## config.mk

```make
export PLATFORM = sky130hd
export DESIGN_NAME = replay_buffer_ctrl
export DESIGN_NICKNAME = d
export VERILOG_FILES = /design/src/rtl/replay_buffer_ctrl.sv
export SDC_FILE = /design/constraint.sdc
export NUM_CORES = 1
export LEC_CHECK = 0
export BUFFER_PORTS_ARGS = -buffer_cell sky130_fd_sc_hd__buf_2
export CORE_ASPECT_RATIO = 1.4
export CORE_MARGIN = 5
export CORE_UTILIZATION = 63
export DETAILED_ROUTE_END_ITERATION = 8
export PLACE_DENSITY = 0.83
export SLEW_MARGIN = 40
export SYNTH_ARGS = -nofsm -noshare
export SYNTH_HDL_FRONTEND = slang
export SYNTH_SLANG_ARGS = --single-unit
```

## constraint.sdc

```tcl
create_clock -name clk -period 6.6 [get_ports clk]
set_clock_uncertainty 0.1 [all_clocks]
set_input_delay 1.98 -clock clk [delete_from_list [all_inputs] [get_ports clk]]
set_output_delay 1.98 -clock clk [all_outputs]
set_load 0.005 [all_outputs]
```

## src/rtl/replay_buffer_ctrl.sv

```systemverilog
// Transmit-side replay buffer for the link layer.
// Words are stored until acknowledged; the sequence number of each word is
// implied by its distance from the head entry, so only the head sequence is
// kept in a register. Pointers carry one extra wrap bit so that a completely
// sent or completely full buffer is distinguishable from an empty one.
module replay_buffer_ctrl #(
    parameter int DATA_W      = 16,
    parameter int DEPTH       = 64,
    parameter int SEQ_W       = 12,
    parameter int TIMEOUT_CYC = 1024,
    parameter int REPLAY_MAX  = 4
) (
    input  logic                     clk,
    input  logic                     reset,
    input  logic                     in_valid,
    output logic                     in_ready,
    input  logic [DATA_W-1:0]        in_data,
    output logic                     tx_valid,
    input  logic                     tx_ready,
    output logic [DATA_W-1:0]        tx_data,
    output logic [SEQ_W-1:0]         tx_seq,
    input  logic [1:0]               ack_nak,
    input  logic [SEQ_W-1:0]         ack_seq,
    output logic                     replaying,
    output logic                     retrain_req,
    output logic                     dllp_err,
    output logic [$clog2(DEPTH):0]   count
);

    localparam int PTR_W = $clog2(DEPTH);
    localparam int CNT_W = PTR_W + 1;
    localparam int TMR_W = $clog2(TIMEOUT_CYC + 1);
    localparam int RC_W  = (REPLAY_MAX > 1) ? $clog2(REPLAY_MAX) : 1;

    typedef enum logic [0:0] {
        ST_IDLE   = 1'b0,
        ST_REPLAY = 1'b1
    } state_t;

    logic [DATA_W-1:0] mem_r [DEPTH];
    logic [CNT_W-1:0]  head_r, send_r, tail_r, replay_end_r, count_r;
    logic [SEQ_W-1:0]  head_seq_r;
    logic [TMR_W-1:0]  timer_r;
    logic [RC_W-1:0]   rcnt_r;
    state_t            state_r;
    logic              retrain_r, dllp_err_r;

    logic [CNT_W-1:0]  sent_s, head_n, send_n, tail_n, replay_end_n;
    logic [SEQ_W-1:0]  d_s, head_seq_n;
    logic [TMR_W-1:0]  timer_n;
    logic [RC_W-1:0]   rcnt_n, rc_base_s;
    state_t            state_n;
    logic              write_s, tx_fire_s, ack_act_s, is_nak_s, in_range_s, dup_s;
    logic              progress_s, nak_ok_s, timeout_s, replay_start_s;
    logic              retrain_n, err_n;

    assign sent_s     = send_r - head_r;
    assign in_ready   = (count_r < CNT_W'(DEPTH));
    assign write_s    = in_valid && in_ready;
    assign tx_valid   = (send_r != tail_r);
    assign tx_fire_s  = tx_valid && tx_ready;
    assign tx_data    = mem_r[send_r[PTR_W-1:0]];
    assign tx_seq     = head_seq_r + SEQ_W'(sent_s);
    assign d_s        = ack_seq - head_seq_r;
    assign ack_act_s  = (ack_nak == 2'b01) || (ack_nak == 2'b10);
    assign is_nak_s   = (ack_nak == 2'b10);
    assign in_range_s = (d_s < SEQ_W'(sent_s));
    assign dup_s      = (ack_seq == (head_seq_r - SEQ_W'(1)));
    assign tail_n     = write_s ? (tail_r + CNT_W'(1)) : tail_r;
    assign replaying  = (state_r == ST_REPLAY);
    assign retrain_req = retrain_r;
    assign dllp_err   = dllp_err_r;
    assign count      = count_r;

    // Next-state logic: ACK/NAK purge, timeout, replay rewind and FSM.
    always_comb begin
        head_n         = head_r;
        head_seq_n     = head_seq_r;
        send_n         = send_r;
        replay_end_n   = replay_end_r;
        state_n        = state_r;
        timer_n        = timer_r;
        rcnt_n         = rcnt_r;
        rc_base_s      = rcnt_r;
        retrain_n      = 1'b0;
        err_n          = 1'b0;
        progress_s     = 1'b0;
        nak_ok_s       = 1'b0;
        timeout_s      = 1'b0;
        replay_start_s = 1'b0;

        if (tx_fire_s) begin
            send_n = send_r + CNT_W'(1);
        end else begin
            send_n = send_r;
        end

        // d < sent purges d+1 entries; ack_seq == head-1 is a harmless duplicate
        if (ack_act_s) begin
            if (in_range_s) begin
                head_n     = head_r + CNT_W'(d_s) + CNT_W'(1);
                head_seq_n = ack_seq + SEQ_W'(1);
                progress_s = 1'b1;
                nak_ok_s   = is_nak_s;
            end else if (dup_s) begin
                nak_ok_s   = is_nak_s;
            end else begin
                err_n      = 1'b1;
            end
        end else begin
            nak_ok_s = 1'b0;
        end

        // a purge in the same cycle as the timer hit wins over the timeout
        timeout_s      = (timer_r == TMR_W'(TIMEOUT_CYC - 1)) && (sent_s != {CNT_W{1'b0}})
                         && !progress_s;
        replay_start_s = (nak_ok_s || timeout_s) && (state_r == ST_IDLE);
        rc_base_s      = progress_s ? {RC_W{1'b0}} : rcnt_r;

        if (replay_start_s) begin
            // replay end includes a word taken by the transmitter this cycle
            replay_end_n = send_n;
            send_n       = head_n;
            state_n      = ST_REPLAY;
            if (rc_base_s == RC_W'(REPLAY_MAX - 1)) begin
                rcnt_n    = {RC_W{1'b0}};
                retrain_n = 1'b1;
            end else begin
                rcnt_n    = rc_base_s + RC_W'(1);
            end
        end else begin
            rcnt_n = rc_base_s;
            if (state_r == ST_REPLAY) begin
                // second term closes a replay that had nothing to resend
                if ((send_n == replay_end_r) || (send_r == replay_end_r)) begin
                    state_n = ST_IDLE;
                end else begin
                    state_n = ST_REPLAY;
                end
            end else begin
                state_n = state_r;
            end
        end

        if (progress_s || replay_start_s || timeout_s) begin
            timer_n = {TMR_W{1'b0}};
        end else if (sent_s != {CNT_W{1'b0}}) begin
            timer_n = timer_r + TMR_W'(1);
        end else begin
            timer_n = {TMR_W{1'b0}};
        end
    end

    // Control state registers with synchronous reset.
    always_ff @(posedge clk) begin
        if (reset) begin
            head_r       <= {CNT_W{1'b0}};
            send_r       <= {CNT_W{1'b0}};
            tail_r       <= {CNT_W{1'b0}};
            replay_end_r <= {CNT_W{1'b0}};
            count_r      <= {CNT_W{1'b0}};
            head_seq_r   <= {SEQ_W{1'b0}};
            timer_r      <= {TMR_W{1'b0}};
            rcnt_r       <= {RC_W{1'b0}};
            state_r      <= ST_IDLE;
            retrain_r    <= 1'b0;
            dllp_err_r   <= 1'b0;
        end else begin
            head_r       <= head_n;
            send_r       <= send_n;
            tail_r       <= tail_n;
            replay_end_r <= replay_end_n;
            count_r      <= tail_n - head_n;
            head_seq_r   <= head_seq_n;
            timer_r      <= timer_n;
            rcnt_r       <= rcnt_n;
            state_r      <= state_n;
            retrain_r    <= retrain_n;
            dllp_err_r   <= err_n;
        end
    end

    // Data storage: contents are only meaningful between head and tail.
    always_ff @(posedge clk) begin
        if (write_s) begin
            mem_r[tail_r[PTR_W-1:0]] <= in_data;
        end
    end

endmodule

```

== Word level (Yosys, flattened, before mapping) ==
Memory sizes are Yosys's and may differ from the RTL's. A register that Yosys moved wholly into a read port is not among the register bits.
Index checks and enable logic that the tools add are counted.
Storage, ports and cells
  bits in registers: 63
  RAM bits: 1024
  bits of input ports: 34
  output and inout port bits: 40
  word-level logic and storage cells: 75
  memories: 1
Operators by class
  $add $sub $neg: 12
  $lt $le $gt $ge: 2
  equal/unequal tests: 8
  multiplexer cells: 21
  bitwise gates (word level): 4
  reductions and logical operators: 16
Memory list
  mem_r: words 64, bits a word 16, read ports 1, clocked after Yosys merged registers in 1, wr ports 1, RTL line 40  | logic [DATA_W-1:0] mem_r [DEPTH];
Operator list (number)
  $mux W7: 5
  $add A7 B1 Y7 const B: 3
  $eq A7 B7 Y1: 2
  $sub A7 B7 Y7: 2
  $add A12 B1 Y12 const B: 1
  $add A12 B7 Y12: 1
  $eq A12 B12 Y1: 1
  $lt A12 B7 Y1: 1
  $mux W1: 12
  $sub A12 B1 Y12 const B: 1
  $sub A12 B12 Y12: 1
  $add A11 B1 Y11 const B: 1
  $eq A11 B10 Y1 const B: 1
  $add A7 B7 Y7: 1
  $lt A7 B7 Y1 const B: 1
  $ne A7 B7 Y1: 1
  $reduce_bool A7 Y1: 1
  $mux W2: 3
  $mux W6: 1
  $reduce_or A3 Y1: 2
  $logic_and A1 B1 Y1: 5
  $logic_or A1 B1 Y1: 5
  $eq A2 B2 Y1 const B: 2
  $not A1 Y1: 4
  other kinds (5): 5

== Depth between registers and ports, before layout ==
  depth in word-level cells: 11
  depth in mapped cells: 28
  depth with buffers taken out: 24

== Least setup slack after synthesis ==
No wires, ideal clock.
  kind: input port to flip-flop
  start: input port ack_seq[0]
  end: register count_r[5], in the netlist count[5]
  library setup time: 0.128 ns
  arrival time: 5.970 ns
  required time: 6.372 ns
  path slack: 0.402 ns
  cell stages on the path: 20
  buffers on the path: 0
  cells stage by stage: inv_1 > ha_1 > fa_1 > inv_1 > ha_1 > or3b_2 > o211ai_1 > a21oi_1 > o21ai_0 > o2bb2ai_1 > nor4b_4 > mux2_2 > ha_1 > nor2b_1 > o21ai_0 > nand2b_1 > a21o_1 > maj3_1 > xnor2_1 > nor2_1
On the way
  cells in the longest elaborated chain, start to end: 6
  elaborated cells on any way between the ends: 7
  those cells by class: 4 x add/sub; 1 x order compare; 2 x mux
RTL lines
  from (decl): RTL line 23  | input logic [SEQ_W-1:0] ack_seq,
  $sub A12 B12 Y12 (*): RTL line 64  | assign d_s = ack_seq - head_seq_r;
  $add A7 B7 Y7: RTL line 101  | head_n = head_r + CNT_W'(d_s) + CNT_W'(1);
  $add A7 B1 Y7: RTL line 101
  $mux W7 (*): RTL line 100  | if (in_range_s) begin
  $mux W7 (*): RTL line 99  | if (ack_act_s) begin
  $sub A7 B7 Y7 (*): RTL line 173  | count_r <= tail_n - head_n;
  to (signal assigned): RTL line 161  | count_r <= {CNT_W{1'b0}};
  to (signal assigned): RTL line 173
  to (decl): RTL line 41  | logic [CNT_W-1:0] head_r, send_r, tail_r, replay_end_r, count_r;
Every way passes the cells marked *; elsewhere a longest branch is shown, timed or not.
A chain may end at the register's enable or synchronous reset.

== Worst setup path after layout ==
  start: register head_r[2]
  end: output port tx_seq[11]
On the way
  cells in the longest elaborated chain, start to end: 2
RTL lines
  from (decl): RTL line 41
  from (signal assigned): RTL line 157  | head_r <= {CNT_W{1'b0}};
  from (signal assigned): RTL line 169  | head_r <= head_n;
  $sub A7 B7 Y7: RTL line 57  | assign sent_s = send_r - head_r;
  $add A12 B7 Y12: RTL line 63  | assign tx_seq = head_seq_r + SEQ_W'(sent_s);
  to (decl): RTL line 21  | output logic [SEQ_W-1:0] tx_seq,
No other way between the ends.

==> flow_summary_export.csv <==
group,metric,value,unit
synthesis,synth_ff_type,"edfxtp_1",
timing,fin_crit,6.48,ns
power_and_ir_drop,p_leak,0.0155,uW
synthesis,synth_edf_count,1024,
place,place.gp.congestion,0.924,
synthesis,synth-warning-count,0,
synthesis,synth_area_per_cell,20.7,um^2
clocking,ctsHoldBuffers,0,
clocking,clockRootBuffer,"clkbuf_16",
routing,ant_nets,0,
finish,stdcell_count,3292,
timing,finalSetupTns,0,ns
power_and_ir_drop,seqPwrFrac,48.6,%
global_route,track_usage,32.9,%
clocking,cts_buffer_depth,3,
routing,drt-initial-drc-count,3874,
timing,fmax,154,MHz
synthesis,ys_seq_area_share,72.8,%
synthesis,yosys.area.top_type_share,69.9,%
place,placed_cells,3112,
worst_setup_path,critPathCaptureType,"output port",
power_and_ir_drop,switchingPower,3830,uW
routing,routedWlPerCell,36.9,um
power_and_ir_drop,swShare,24.5,%
clocking,clock-sinks,1087,
worst_setup_path,path_cells,"inv_1 > ha_1 > o21ai_1 > a21o_1 > a21boi_0 > ha_1 > nor2b_1 > o21ai_0 > nand2b_1 > maj3_1 > a21oi_1 > nor2_1 > nand4_1 > xnor2_1 > buf_2",
worst_setup_path,worst_ep_required_time,4.52,ns
finish,layout.nets,2366,
synthesis,yosys.area.top_type,"edfxtp_1",
clocking,clkTransAtPathRegs,0.07,ns
floorplanning,start_util,63.6,%
routing,vias,23600,
worst_setup_path,max_stage_delay,0.54,ns
global_route,grt_start_max_net_pins,87,
routing,drc,0,
routing,top_layer,"met5",
global_route,grt_pass1_vias,24100,
routing,wl_met1,36400,um
floorplanning,ioPinCount,74,
power_and_ir_drop,power,15700,uW
finish,layout_commonest_cell,"edfxtp_1",
routing,vias_per_cell,7.18,
worst_setup_path,crit_type,"reg -> out",
timing,whs,0.427,ns
timing,worstMarginPinSlew,0.841,ns
synthesis,synth_area,44000,um^2
routing,wl_met3,14500,um
worst_setup_path,critPathMostFrequentCell,"ha_1",
synthesis,syn_inst,2129,
timing,fin_crit_sh,98.2,%
routing,wl_met2,60900,um
min_path,hold_class,"reg -> reg",
clocking,insertion_delay,0.67,ns
worst_setup_path,crit_path_max_fanout,4,
power_and_ir_drop,ir_worst_vdd,0.218,mV
routing,wl,121000,um
run,maxCapViolCount,0,
global_route,grt_pass1_wl,174000,um
power_and_ir_drop,clkPwrFrac,36.7,%
synthesis,synthTopCellsByArea,"edfxtp_1, mux4_2, dfxtp_1, ha_1, nor2_1",
status,status,"finished, final reports clean",
clocking,ctsHtreeMaxLevel,3,
finish,synthToLayoutAreaGrowth,11.7,%
floorplanning,die_h,323,um
floorplanning,rows,114,
floorplanning,core-area,69200,um^2
global_route,antenna_found_initial,11,
timing,finalHoldViolations,0,
worst_setup_path,startpoint_type,"register",
clocking,tritoncts,"built",
finish,mostFrequentLayoutCells,"edfxtp_1, mux4_2, nor2_1",
floorplanning,die_area,75300,um^2
power_and_ir_drop,p_per_area,319,nW/um^2
finish,drive_above_1_share,28.3,%
worst_setup_path,worstSetupStartpoint,"head_r[2]$_SDFF_PP0_",
synthesis,post_synth_num_cell_types,61,
timing,rsz0062_at_grt,"no",
worst_setup_path,cpMaxStageDelayCell,"a21boi_0",
synthesis,synth-seq-cells,1087,
power_and_ir_drop,p_int,11800,uW
worst_setup_path,crit_arrival,4.40,ns
synthesis,synth.net_count,2214,
place,place_hpwl,63900,um
timing,finalSetupViolations,0,
clocking,numCtsBuffers,94,
power_and_ir_drop,power_frac_comb,14.7,%
timing,maxSlewViolCount,0,
routing,first_pass_iters,9,
min_path,hp-start,"replay_end_r[2]$_SDFFE_PP0P_",
place,io_buffer_count,73,
worst_setup_path,r2r_start,"send_r[0]$_SDFF_PP0_",
global_route,grt_overflow,0,
synthesis,synth_async_sr_flop_share,0,%
floorplanning,die_w,233,um
timing,slew_headroom,43.6,%
power by group through the flow:
stage	clock network, uW	logic, uW	registers [uW]
3_3_place_gp	0	2100	7750
2_1_floorplan	0	1500	7730
3_5_place_dp	0	2180	7750
6_report	5750	2310	7600
5_1_grt	6100	2400	7600
4_1_cts	5760	2260	7600
critical path, delay by kind of cell (launching register included):
| kind | cells | cell delay, ns |
|---|---|---|
| AOI/OAI and AO/OA | 5 | 1.32 |
| xor gates and xnor gates | 1 | 0.12 |
| adders and majority gates | 3 | 1.14 |
| buffers and inverters | 2 | 0.20 |
| DFF | 1 | 0.42 |
| and+or+nand+nor | 4 | 0.56 |
per-stage QoR:
step	worst slack (ns)	cell area, um^2	utilization [%]
after global routing	0.0288	49100	71.0
after floorplan	0.402	44000	-
after detailed placement	0.0273	45900	66.4
after CTS	0.103	49100	71.0
final	0.117	49200	71.0
after global placement	0.172	45800	66.2
synth_stat cells (4+ instances only):
library cell  number
dfxtp_1           63
a21oi_1           25
xnor2_1           54
mux2_2             4
a211oi_1          17
xor2_1            42
buf_1             25
nor3_1            16
mux2i_1           12
and3_1            11
or3b_2             5
a31oi_1            6
nand2_1           31
mux4_2           336
o21ai_0           16
a21o_1            11
nand3_1           20
edfxtp_1        1024
inv_1             43
o21a_1             4
o211ai_1           4
nor2b_1           15
nor2_1           143
nand4_1            5
nor3b_1            5
and2_1             6
clkbuf_1          77
nand2b_1          12
fa_1               5
ha_1              46
state kept, by name, indices dropped and copies added (netlist names):
signal / flops
count: 7
dllp_err: 1
head_r: 7
head_seq_r: 12
mem_r: 1024
rcnt_r: 2
replay_end_r: 7
replaying: 1
retrain_req: 1
send_r: 7
tail_r: 7
timer_r: 11
path summary, 6_finish.rpt:
path / end / cells past startpoint / slack (ns)
max: tx_seq[11] / 15 / 0.12
min: replay_end_r[2]$_SDFFE_PP0P_ / 2 / 0.43
max reg2reg: count[6]$_SDFF_PP0_ / 24 / 1.21
min reg2reg: replay_end_r[2]$_SDFFE_PP0P_ / 2 / 0.43
final cells by class:
cell class | count | area [um^2]
clock buffer | 110 | 2480
antenna | 7 | 17.5
fill | 3592 | 20000
sequential | 1087 | 32000
clock inverter | 62 | 671
multi-input combinational | 893 | 11400
tap | 928 | 1160
inverter | 43 | 161
timing repair buffer | 162 | 1220
what timing repair did:
action | in CTS | in global routing
cloned | 0 | 1
resized for setup | 2 | 1
endpoints found under the setup margin | 6 | 4
endpoints found under the hold margin | 0 | 0
buffers inserted | 0 | 0
metal layers:
layer / vias up / global-route usage, %
li1: 9021 / -
met1: 11900 / 39.3
met2: 2184 / 54.6
met3: 500 / 7.56
met4: 8 / 20.6
met5: - / 0
kinds of logic (layout without fill, tap and decap cells):
kind of cell,Yosys count,in the layout,share of synthesized area [%]
AO/OA/AOI/OAI,102,102,1.56
XOR/XNOR,98,98,2.02
adder cells (fa/ha/maj),54,54,1.60
buffers and inverters,149,377,1.30
flip-flops,1087,1087,72.8
multiplexers,352,352,17.6
other,0,7,0
AND/OR/NAND/NOR,287,287,3.16
Note: power is estimated with default switching activity, not from simulation.
